$ cat src/rtl/lsu_ctrl.sv
// Load/store unit: effective address, alignment checks, byte-enabled
// memory request/grant port and lane-extracted load response.
module lsu_ctrl #(
    parameter int unsigned TIMEOUT = 16
) (
    input  logic        clk,
    input  logic        rst_n,
    input  logic        req_valid,
    output logic        req_ready,
    input  logic        req_store,
    input  logic [2:0]  req_funct3,
    input  logic [31:0] req_base,
    input  logic [31:0] req_offset,
    input  logic [31:0] req_wdata,
    output logic        mem_req,
    input  logic        mem_gnt,
    output logic        mem_we,
    output logic [31:0] mem_addr,
    output logic [3:0]  mem_be,
    output logic [31:0] mem_wdata,
    input  logic        mem_rvalid,
    input  logic [31:0] mem_rdata,
    output logic        rsp_valid,
    input  logic        rsp_ready,
    output logic [31:0] rsp_data,
    output logic        rsp_err,
    output logic [1:0]  rsp_cause
);

    typedef enum logic [1:0] {
        IDLE    = 2'd0,
        ISSUE   = 2'd1,
        WAIT_RD = 2'd2,
        RESP    = 2'd3
    } state_t;

    localparam logic [7:0] TO_LIM = 8'(TIMEOUT);

    localparam logic [1:0] C_NONE = 2'b00;
    localparam logic [1:0] C_MIS  = 2'b01;
    localparam logic [1:0] C_ILL  = 2'b10;
    localparam logic [1:0] C_TO   = 2'b11;

    state_t state;
    state_t state_nxt;

    logic [31:0] ea_q;
    logic [2:0]  f3_q;
    logic        st_q;
    logic [7:0]  cnt_q;

    logic [31:0] ea_d;
    logic [2:0]  f3_d;
    logic        st_d;
    logic [7:0]  cnt_d;

    logic        mem_req_d;
    logic        mem_we_d;
    logic [31:0] mem_addr_d;
    logic [3:0]  mem_be_d;
    logic [31:0] mem_wdata_d;
    logic        rsp_valid_d;
    logic [31:0] rsp_data_d;
    logic        rsp_err_d;
    logic [1:0]  rsp_cause_d;

    logic [31:0] ea_in;
    logic        illegal_in;
    logic        misal_in;
    logic        misal_only;
    logic        fault_in;
    logic [7:0]  cnt_inc;
    logic        to_hit;

    // Byte enables: one lane for bytes, two for halves, all four for words.
    function automatic logic [3:0] be_of(
        input logic [2:0] f3,
        input logic [1:0] off
    );
        logic [3:0] be;
        unique case (f3[1:0])
            2'b00:   be = 4'b0001 << off;
            2'b01:   be = 4'b0011 << off;
            default: be = 4'b1111;
        endcase
        return be;
    endfunction

    // Store data is replicated so every candidate lane carries it.
    function automatic logic [31:0] wdata_of(
        input logic [2:0]  f3,
        input logic [31:0] wd
    );
        logic [31:0] r;
        unique case (f3[1:0])
            2'b00:   r = {4{wd[7:0]}};
            2'b01:   r = {2{wd[15:0]}};
            default: r = wd;
        endcase
        return r;
    endfunction

    // Pick the addressed lane out of the read word and extend it.
    function automatic logic [31:0] load_ext(
        input logic [2:0]  f3,
        input logic [1:0]  off,
        input logic [31:0] rd
    );
        logic [7:0]  b;
        logic [15:0] h;
        logic [31:0] r;
        b = rd[{off, 3'b000} +: 8];
        h = off[1] ? rd[31:16] : rd[15:0];
        unique case (f3)
            3'b000:  r = {{24{b[7]}}, b};
            3'b100:  r = {24'd0, b};
            3'b001:  r = {{16{h[15]}}, h};
            3'b101:  r = {16'd0, h};
            default: r = rd;
        endcase
        return r;
    endfunction

    // Request decode: effective address and fault classification.
    always_comb begin
        ea_in = req_base + req_offset;
        if (req_store) begin
            illegal_in = req_funct3[2] | (&req_funct3[1:0]);
        end else begin
            illegal_in = (req_funct3 == 3'b011)
                       | (req_funct3[2:1] == 2'b11);
        end
        misal_in = ((req_funct3[1:0] == 2'b01) & ea_in[0])
                 | ((req_funct3[1:0] == 2'b10) & (|ea_in[1:0]));
        misal_only = misal_in & ~illegal_in;
        fault_in   = illegal_in | misal_in;
        cnt_inc    = cnt_q + 8'd1;
        to_hit     = (cnt_inc == TO_LIM);
    end

    assign req_ready = (state == IDLE);

    // State register.
    always_ff @(posedge clk or negedge rst_n) begin
        if (!rst_n) begin
            state <= IDLE;
        end else begin
            state <= state_nxt;
        end
    end

    // Next-state logic.
    always_comb begin
        state_nxt = state;
        unique case (state)
            IDLE: begin
                if (req_valid) begin
                    state_nxt = fault_in ? RESP : ISSUE;
                end
            end
            ISSUE: begin
                if (mem_gnt) begin
                    state_nxt = st_q ? RESP : WAIT_RD;
                end
            end
            WAIT_RD: begin
                if (mem_rvalid || to_hit) begin
                    state_nxt = RESP;
                end
            end
            RESP: begin
                if (rsp_ready) begin
                    state_nxt = IDLE;
                end
            end
            default: state_nxt = IDLE;
        endcase
    end

    // Next values of the registered outputs and the latched request.
    always_comb begin
        ea_d        = ea_q;
        f3_d        = f3_q;
        st_d        = st_q;
        cnt_d       = cnt_q;
        mem_req_d   = mem_req;
        mem_we_d    = mem_we;
        mem_addr_d  = mem_addr;
        mem_be_d    = mem_be;
        mem_wdata_d = mem_wdata;
        rsp_valid_d = rsp_valid;
        rsp_data_d  = rsp_data;
        rsp_err_d   = rsp_err;
        rsp_cause_d = rsp_cause;
        unique case (state)
            IDLE: begin
                if (req_valid) begin
                    ea_d = ea_in;
                    f3_d = req_funct3;
                    st_d = req_store;
                    unique case (1'b1)
                        illegal_in: begin
                            rsp_valid_d = 1'b1;
                            rsp_data_d  = ea_in;
                            rsp_err_d   = 1'b1;
                            rsp_cause_d = C_ILL;
                        end
                        misal_only: begin
                            rsp_valid_d = 1'b1;
                            rsp_data_d  = ea_in;
                            rsp_err_d   = 1'b1;
                            rsp_cause_d = C_MIS;
                        end
                        default: begin
                            mem_req_d   = 1'b1;
                            mem_we_d    = req_store;
                            mem_addr_d  = {ea_in[31:2], 2'b00};
                            mem_be_d    = be_of(req_funct3, ea_in[1:0]);
                            mem_wdata_d = wdata_of(req_funct3, req_wdata);
                        end
                    endcase
                end
            end
            ISSUE: begin
                if (mem_gnt) begin
                    mem_req_d = 1'b0;
                    if (st_q) begin
                        rsp_valid_d = 1'b1;
                        rsp_data_d  = 32'd0;
                        rsp_err_d   = 1'b0;
                        rsp_cause_d = C_NONE;
                    end else begin
                        cnt_d = 8'd0;
                    end
                end
            end
            WAIT_RD: begin
                if (mem_rvalid) begin
                    rsp_valid_d = 1'b1;
                    rsp_data_d  = load_ext(f3_q, ea_q[1:0], mem_rdata);
                    rsp_err_d   = 1'b0;
                    rsp_cause_d = C_NONE;
                    cnt_d       = 8'd0;
                end else if (to_hit) begin
                    rsp_valid_d = 1'b1;
                    rsp_data_d  = ea_q;
                    rsp_err_d   = 1'b1;
                    rsp_cause_d = C_TO;
                    cnt_d       = 8'd0;
                end else begin
                    cnt_d = cnt_inc;
                end
            end
            RESP: begin
                if (rsp_ready) begin
                    rsp_valid_d = 1'b0;
                    rsp_data_d  = 32'd0;
                    rsp_err_d   = 1'b0;
                    rsp_cause_d = C_NONE;
                end
            end
            default: begin
                mem_req_d   = 1'b0;
                rsp_valid_d = 1'b0;
            end
        endcase
    end

    // Output and request-latch registers.
    always_ff @(posedge clk or negedge rst_n) begin
        if (!rst_n) begin
            ea_q      <= 32'd0;
            f3_q      <= 3'd0;
            st_q      <= 1'b0;
            cnt_q     <= 8'd0;
            mem_req   <= 1'b0;
            mem_we    <= 1'b0;
            mem_addr  <= 32'd0;
            mem_be    <= 4'd0;
            mem_wdata <= 32'd0;
            rsp_valid <= 1'b0;
            rsp_data  <= 32'd0;
            rsp_err   <= 1'b0;
            rsp_cause <= 2'd0;
        end else begin
            ea_q      <= ea_d;
            f3_q      <= f3_d;
            st_q      <= st_d;
            cnt_q     <= cnt_d;
            mem_req   <= mem_req_d;
            mem_we    <= mem_we_d;
            mem_addr  <= mem_addr_d;
            mem_be    <= mem_be_d;
            mem_wdata <= mem_wdata_d;
            rsp_valid <= rsp_valid_d;
            rsp_data  <= rsp_data_d;
            rsp_err   <= rsp_err_d;
            rsp_cause <= rsp_cause_d;
        end
    end

endmodule

$ cat config.mk
export PLATFORM = sky130hd
export DESIGN_NAME = lsu_ctrl
export DESIGN_NICKNAME = d
export VERILOG_FILES = /design/src/rtl/lsu_ctrl.sv
export SDC_FILE = /design/constraint.sdc
export NUM_CORES = 1
export LEC_CHECK = 0
export BUFFER_PORTS_ARGS = -buffer_cell sky130_fd_sc_hd__clkbuf_2
export CAP_MARGIN = 0
export CORE_MARGIN = 1
export CORE_UTILIZATION = 40
export DETAILED_ROUTE_END_ITERATION = 16
export PLACE_DENSITY_LB_ADDON = 0.1
export REMOVE_ABC_BUFFERS = 1
export SLEW_MARGIN = 20
export SYNTH_ARGS = -nofsm -noshare
export SYNTH_HDL_FRONTEND = slang
export SYNTH_SLANG_ARGS = --single-unit
$ cat constraint.sdc
create_clock -name clk -period 7.95 [get_ports clk]
set_clock_uncertainty 0.15 [all_clocks]
set_input_delay 0.795 -clock clk [delete_from_list [all_inputs] [get_ports clk]]
set_output_delay 0.795 -clock clk [all_outputs]
set_load 0.02 [all_outputs]
== After elaboration in Yosys (flattened, before gate mapping) ==
Cells that the tools add are included.
Storage, ports and cells
  input bits: 138
  latch bits: 0
  bits in read-only memories: 0
  memories kept: 0
  RAM bits: 0
  output and inout bits: 107
  bits in registers: 150
  word-level logic and storage cells: 113
Cells by class
  equality and inequality tests: 21
  mux-type cells: 48
  div/mod/pow operators: 0
  $lt $le $gt $ge: 0
  reductions and logical operators: 16
  bitwise gates (word level): 9
  multiply operators: 0
  add/sub/neg operators: 2
  shifts and indexed selects: 3
Operator list (number)
  case mux 32 bit (4 select lines): 2
  two-way mux 32 bit: 7
  case mux 32 bit (2 select lines): 1
  adder 32 bit: 1
  two-way mux 8 bit: 4
  indexed part select 32 x 6 -> 8 bit: 1
  two-way mux 2 bit: 10
  two-way mux 16 bit: 1
  inequality test 2 bit, second input constant: 8
  case mux 2 bit (4 select lines): 2
  case mux 8 bit (2 select lines): 1
  two-way mux 1 bit: 15
  AND reduction 6 bit: 2
  adder 8 x 1 -> 8 bit, second input constant: 1
  equality test 2 bit, second input constant: 4
  equality test 8 x 5 -> 1 bit, second input constant: 1
  case mux 1 bit (4 select lines): 2
  case mux 4 bit (2 select lines): 1
  AND reduction 4 bit: 2
  equality test 3 bit, second input constant: 2
  AND reduction 3 bit: 2
  equality test 2 x 1 -> 1 bit, second input constant: 2
  zero test 2 bit: 2
  bitwise OR 1 bit: 4
  other kinds (15): 21

== Longest topological paths before layout ==
  word-level depth: 9
  mapped depth: 12
  mapped depth without buffers: 11

== Worst setup path before layout ==
No wires, ideal clock.
  path kind: input-to-reg
  from: input req_base[0]
  to: register mem_addr[13]
  slack: 4546 ps
  cell stages on the path: 11
  path buffers: 4
  arrival: 3117 ps
  setup time: 138 ps
  required time: 7662 ps
  cells stage by stage: ha_1 > fa_1 > clkbuf_1 > o41ai_1 > and2_1 > buf_2 > nand2_1 > clkbuf_1 > clkbuf_1 > nand2_1 > o21ai_0
Between the ends
  cells in the longest elaborated chain, start to end: 8
  elaborated cells on any way between the ends: 9
  those cells by class: add/sub: 1; bitwise: 5; reduce/logical: 3
RTL lines
  start: declaration: RTL line 12  | input logic [31:0] req_base,
  adder 32 bit: RTL line 126  | ea_in = req_base + req_offset;
  named net ea_in[1]: RTL line 67  | logic [31:0] ea_in;
  OR reduction 2 bit: RTL line 134  | | ((req_funct3[1:0] == 2'b10) & (|ea_in[1:0]));
  bitwise AND 1 bit: RTL line 134
  bitwise OR 1 bit: RTL line 134
  bitwise AND 1 bit: RTL line 135  | misal_only = misal_in & ~illegal_in;
  OR reduction 2 bit (no line)
  inverter 1 bit (no line)
  AND reduction 3 bit (no line)
  end signal: assignment: RTL line 292  | mem_addr <= mem_addr_d;
  end: declaration: RTL line 18  | output logic [31:0] mem_addr,
The timed path passes the listed nets, and every way through them passes these cells.
A chain may end at the register's enable or synchronous reset.

== Final worst setup path ==
  from: input req_base[0]
  to: register mem_wdata[0]
Between the ends
  cells in the longest elaborated chain, start to end: 8
  elaborated cells on any way between the ends: 9
  those cells by class: add/sub: 1; bitwise: 5; reduce/logical: 3
RTL lines
  adder 32 bit: RTL line 126
  named net ea_in[1]: RTL line 67
  OR reduction 2 bit: RTL line 134
  bitwise AND 1 bit: RTL line 134
  bitwise OR 1 bit: RTL line 134
  bitwise AND 1 bit: RTL line 135
  OR reduction 2 bit (no line)
  inverter 1 bit (no line)
  AND reduction 3 bit (no line)
  end signal: assignment: RTL line 294  | mem_wdata <= mem_wdata_d;
  end: declaration: RTL line 20  | output logic [31:0] mem_wdata,
The timed path passes the listed nets, and every way through them passes these cells.

==> out/qor.csv <==
metric,value,unit
status,"complete, no violations",
fillCellCount,2243,
routed_wirelength,27.5,mm
finalHoldViolations,0,
slew_headroom,34.6,%
tns,0,ps
cts_resized,0,
drc,0,
crit_path_start,req_base[0],
start_kind,primary input,
multi_input_area,5150,µm²
synth_seq_area_share,40.7,%
yosysWarnings,0,
synth_cells,1039,
synth_top_area_share,40.7,%
min_period,3680,ps
ir_drop,0.160,mV
seq_area,3750,µm²
reg2regPathDepth,10,
grt_util_all_layers,23.6,%
p_leak,0.00540,µW
dieArea,23700,µm²
r2r-start,cnt_q[0],
placement.io_buffers,242,
gp_congestion,0.834,
setup_viol,0,
slew_violations,0,
ys_top_cells_by_area,"dfrtp_1, o21ai_0, nand2_1, ha_1, mux2i_1",
rsz0062_at_grt,no,
critPathCaptureType,flip-flop,
antenna_found_initial,5,
tritoncts,built,
grt_max_degree,118,
die_w,154,µm
path_max_fanout,117,
drive_gt1_share,26.2,%
fmax,272,MHz
syn_area_per_cell,8.88,µm²
clkTransAtPathRegs,60,ps
critPathRequiredTime,8110,ps
grt-ovfl-total,0,
layout_common_cells,"clkbuf_2, nand2_1, dfrtp_1",
grt_pass1_vias,7922,
synth_largest_area_cell,dfrtp_1,
hold_buffers,0,
area_delta_synth_final,21.4,%
numClockSinks,150,
cts_max_level,4,
synth.distinct_cells,78,
post_cts_buffers,0,
synth-edff-count,0,
clock_path_buffers,2,
ys_seq_elements,150,
hold_class,in2async,
post-dp-hpwl,20.3,mm
die_h,154,µm
drtIter0Drc,520,
via_per_inst,5.41,
crit_type,in2reg,
rows,55,
maxCapViolCount,0,
rrSetupSlack,4720,ps
synthArstFlopShare,100,%
io_pins,245,
synth_ff_type,dfrtp_1,
power_density,369,nW/µm²
drtAntennaViolNets,0,
final_common_cell,clkbuf_2,
start_util,40.8,%
grt_first_pass_wirelength,43.7,mm
wire_per_inst,17.8,µm
fin_crit_sh,46.3,%
tightest_slew,977,ps
clock-root-buffer,clkbuf_16,
drt-pass1-iter-count,5,
arrival,3840,ps
routed-via-count,8365,
cts_made_buffers,17,
syn_area,9230,µm²
final_nets,1420,
hold_ws,234,ps
clk_latency,420,ps
core,22600,µm²
==> per-stage QoR <==
stage	setup slack, ps	cells	utilization (%)	power, µW	cell area [µm²]
floorplan	3260	974	-	2600	8940
global placement	3670	1510	46.8	3290	10600
detailed placement	3600	1510	46.8	3320	10600
CTS	4040	1542	49.4	4170	11200
global route	4020	1543	49.5	4440	11200
finish	4270	1545	49.5	4130	11200
==> area by class of cell <==
class / count / share of cell area [%]
diodes: 3 / 0.0670
clock buffers: 17 / 3.80
clock inverters: 15 / 1.57
inverters: 12 / 0.402
multi-input cells: 812 / 46.0
flip-flops and latches: 150 / 33.5
well taps: 285 / 3.18
repair buffers: 251 / 11.5
==> path summary, 6_finish.rpt <==
check                               endpoint
worst min register to register  rsp_cause[1]
worst max-delay path            mem_wdata[0]
min in group clk                rsp_cause[1]
max in group asynchronous            ea_q[4]
worst min-delay path            mem_addr[25]
worst max register to register  rsp_data[30]
==> worst max-delay path, cell delays in order <==
cell	delay (ps)
clkbuf_2	80
ha_1	210
fa_1	620
o41ai_1	740
and2_1	440
nand2_8	360
mux2_2	450
==> state kept, by name, summed over array words and instances, names as in the netlist <==
register,cells
state,2
st_q,1
mem_addr,30
rsp_err,1
cnt_q,8
mem_we,1
ea_q,32
mem_be,4
mem_req,1
f3_q,3
mem_wdata,32
rsp_data,32
rsp_cause,2
rsp_valid,1
==> per-layer routing <==
layer,GRT usage [%],vias up,routed length (µm)
met4,5.90,2,399
met2,37.5,232,12800
met5,0,-,13
li1,-,4170,-
met3,5.44,30,1620
met1,32.4,3931,12700
==> cells in the mapped netlist (6+ instances only) <==
| cell type | count |
|---|---|
| xnor2_1 | 13 |
| dfrtp_1 | 150 |
| nor2_1 | 75 |
| a22o_1 | 9 |
| mux2i_1 | 43 |
| o21ai_1 | 7 |
| and3_1 | 11 |
| mux2_2 | 20 |
| clkbuf_1 | 51 |
| ha_1 | 37 |
| nand3_1 | 13 |
| a31oi_1 | 10 |
| buf_2 | 7 |
| o21ai_0 | 135 |
| nor2b_1 | 11 |
| and2_1 | 6 |
| o221ai_1 | 12 |
| nand4_1 | 7 |
| o21a_1 | 19 |
| xor2_1 | 12 |
| nor3_1 | 16 |
| inv_1 | 12 |
| a21o_1 | 19 |
| a21oi_1 | 66 |
| nand2_1 | 153 |
| nand2b_1 | 21 |
==> cells by family after synthesis <==
family,Yosys count,share of synthesized area [%]
AOI/OAI and AO/OA,345,23.8
and+or+nand+nor,336,16.6
DFF,150,40.7
buffers and inverters,78,3.67
muxes,66,7.59
adders and majority gates,38,5.23
xor gates and xnor gates,25,2.37
other,1,0.0406
==> power breakdown <==
group          total [µW]  switching (µW)  internal (µW)
Combinational        1930            1230            701
Clock                 838             341            496
Sequential           1370             250           1120
Total                4130            1820           2310
No activity file was read; power rests on OpenSTA's default activity.
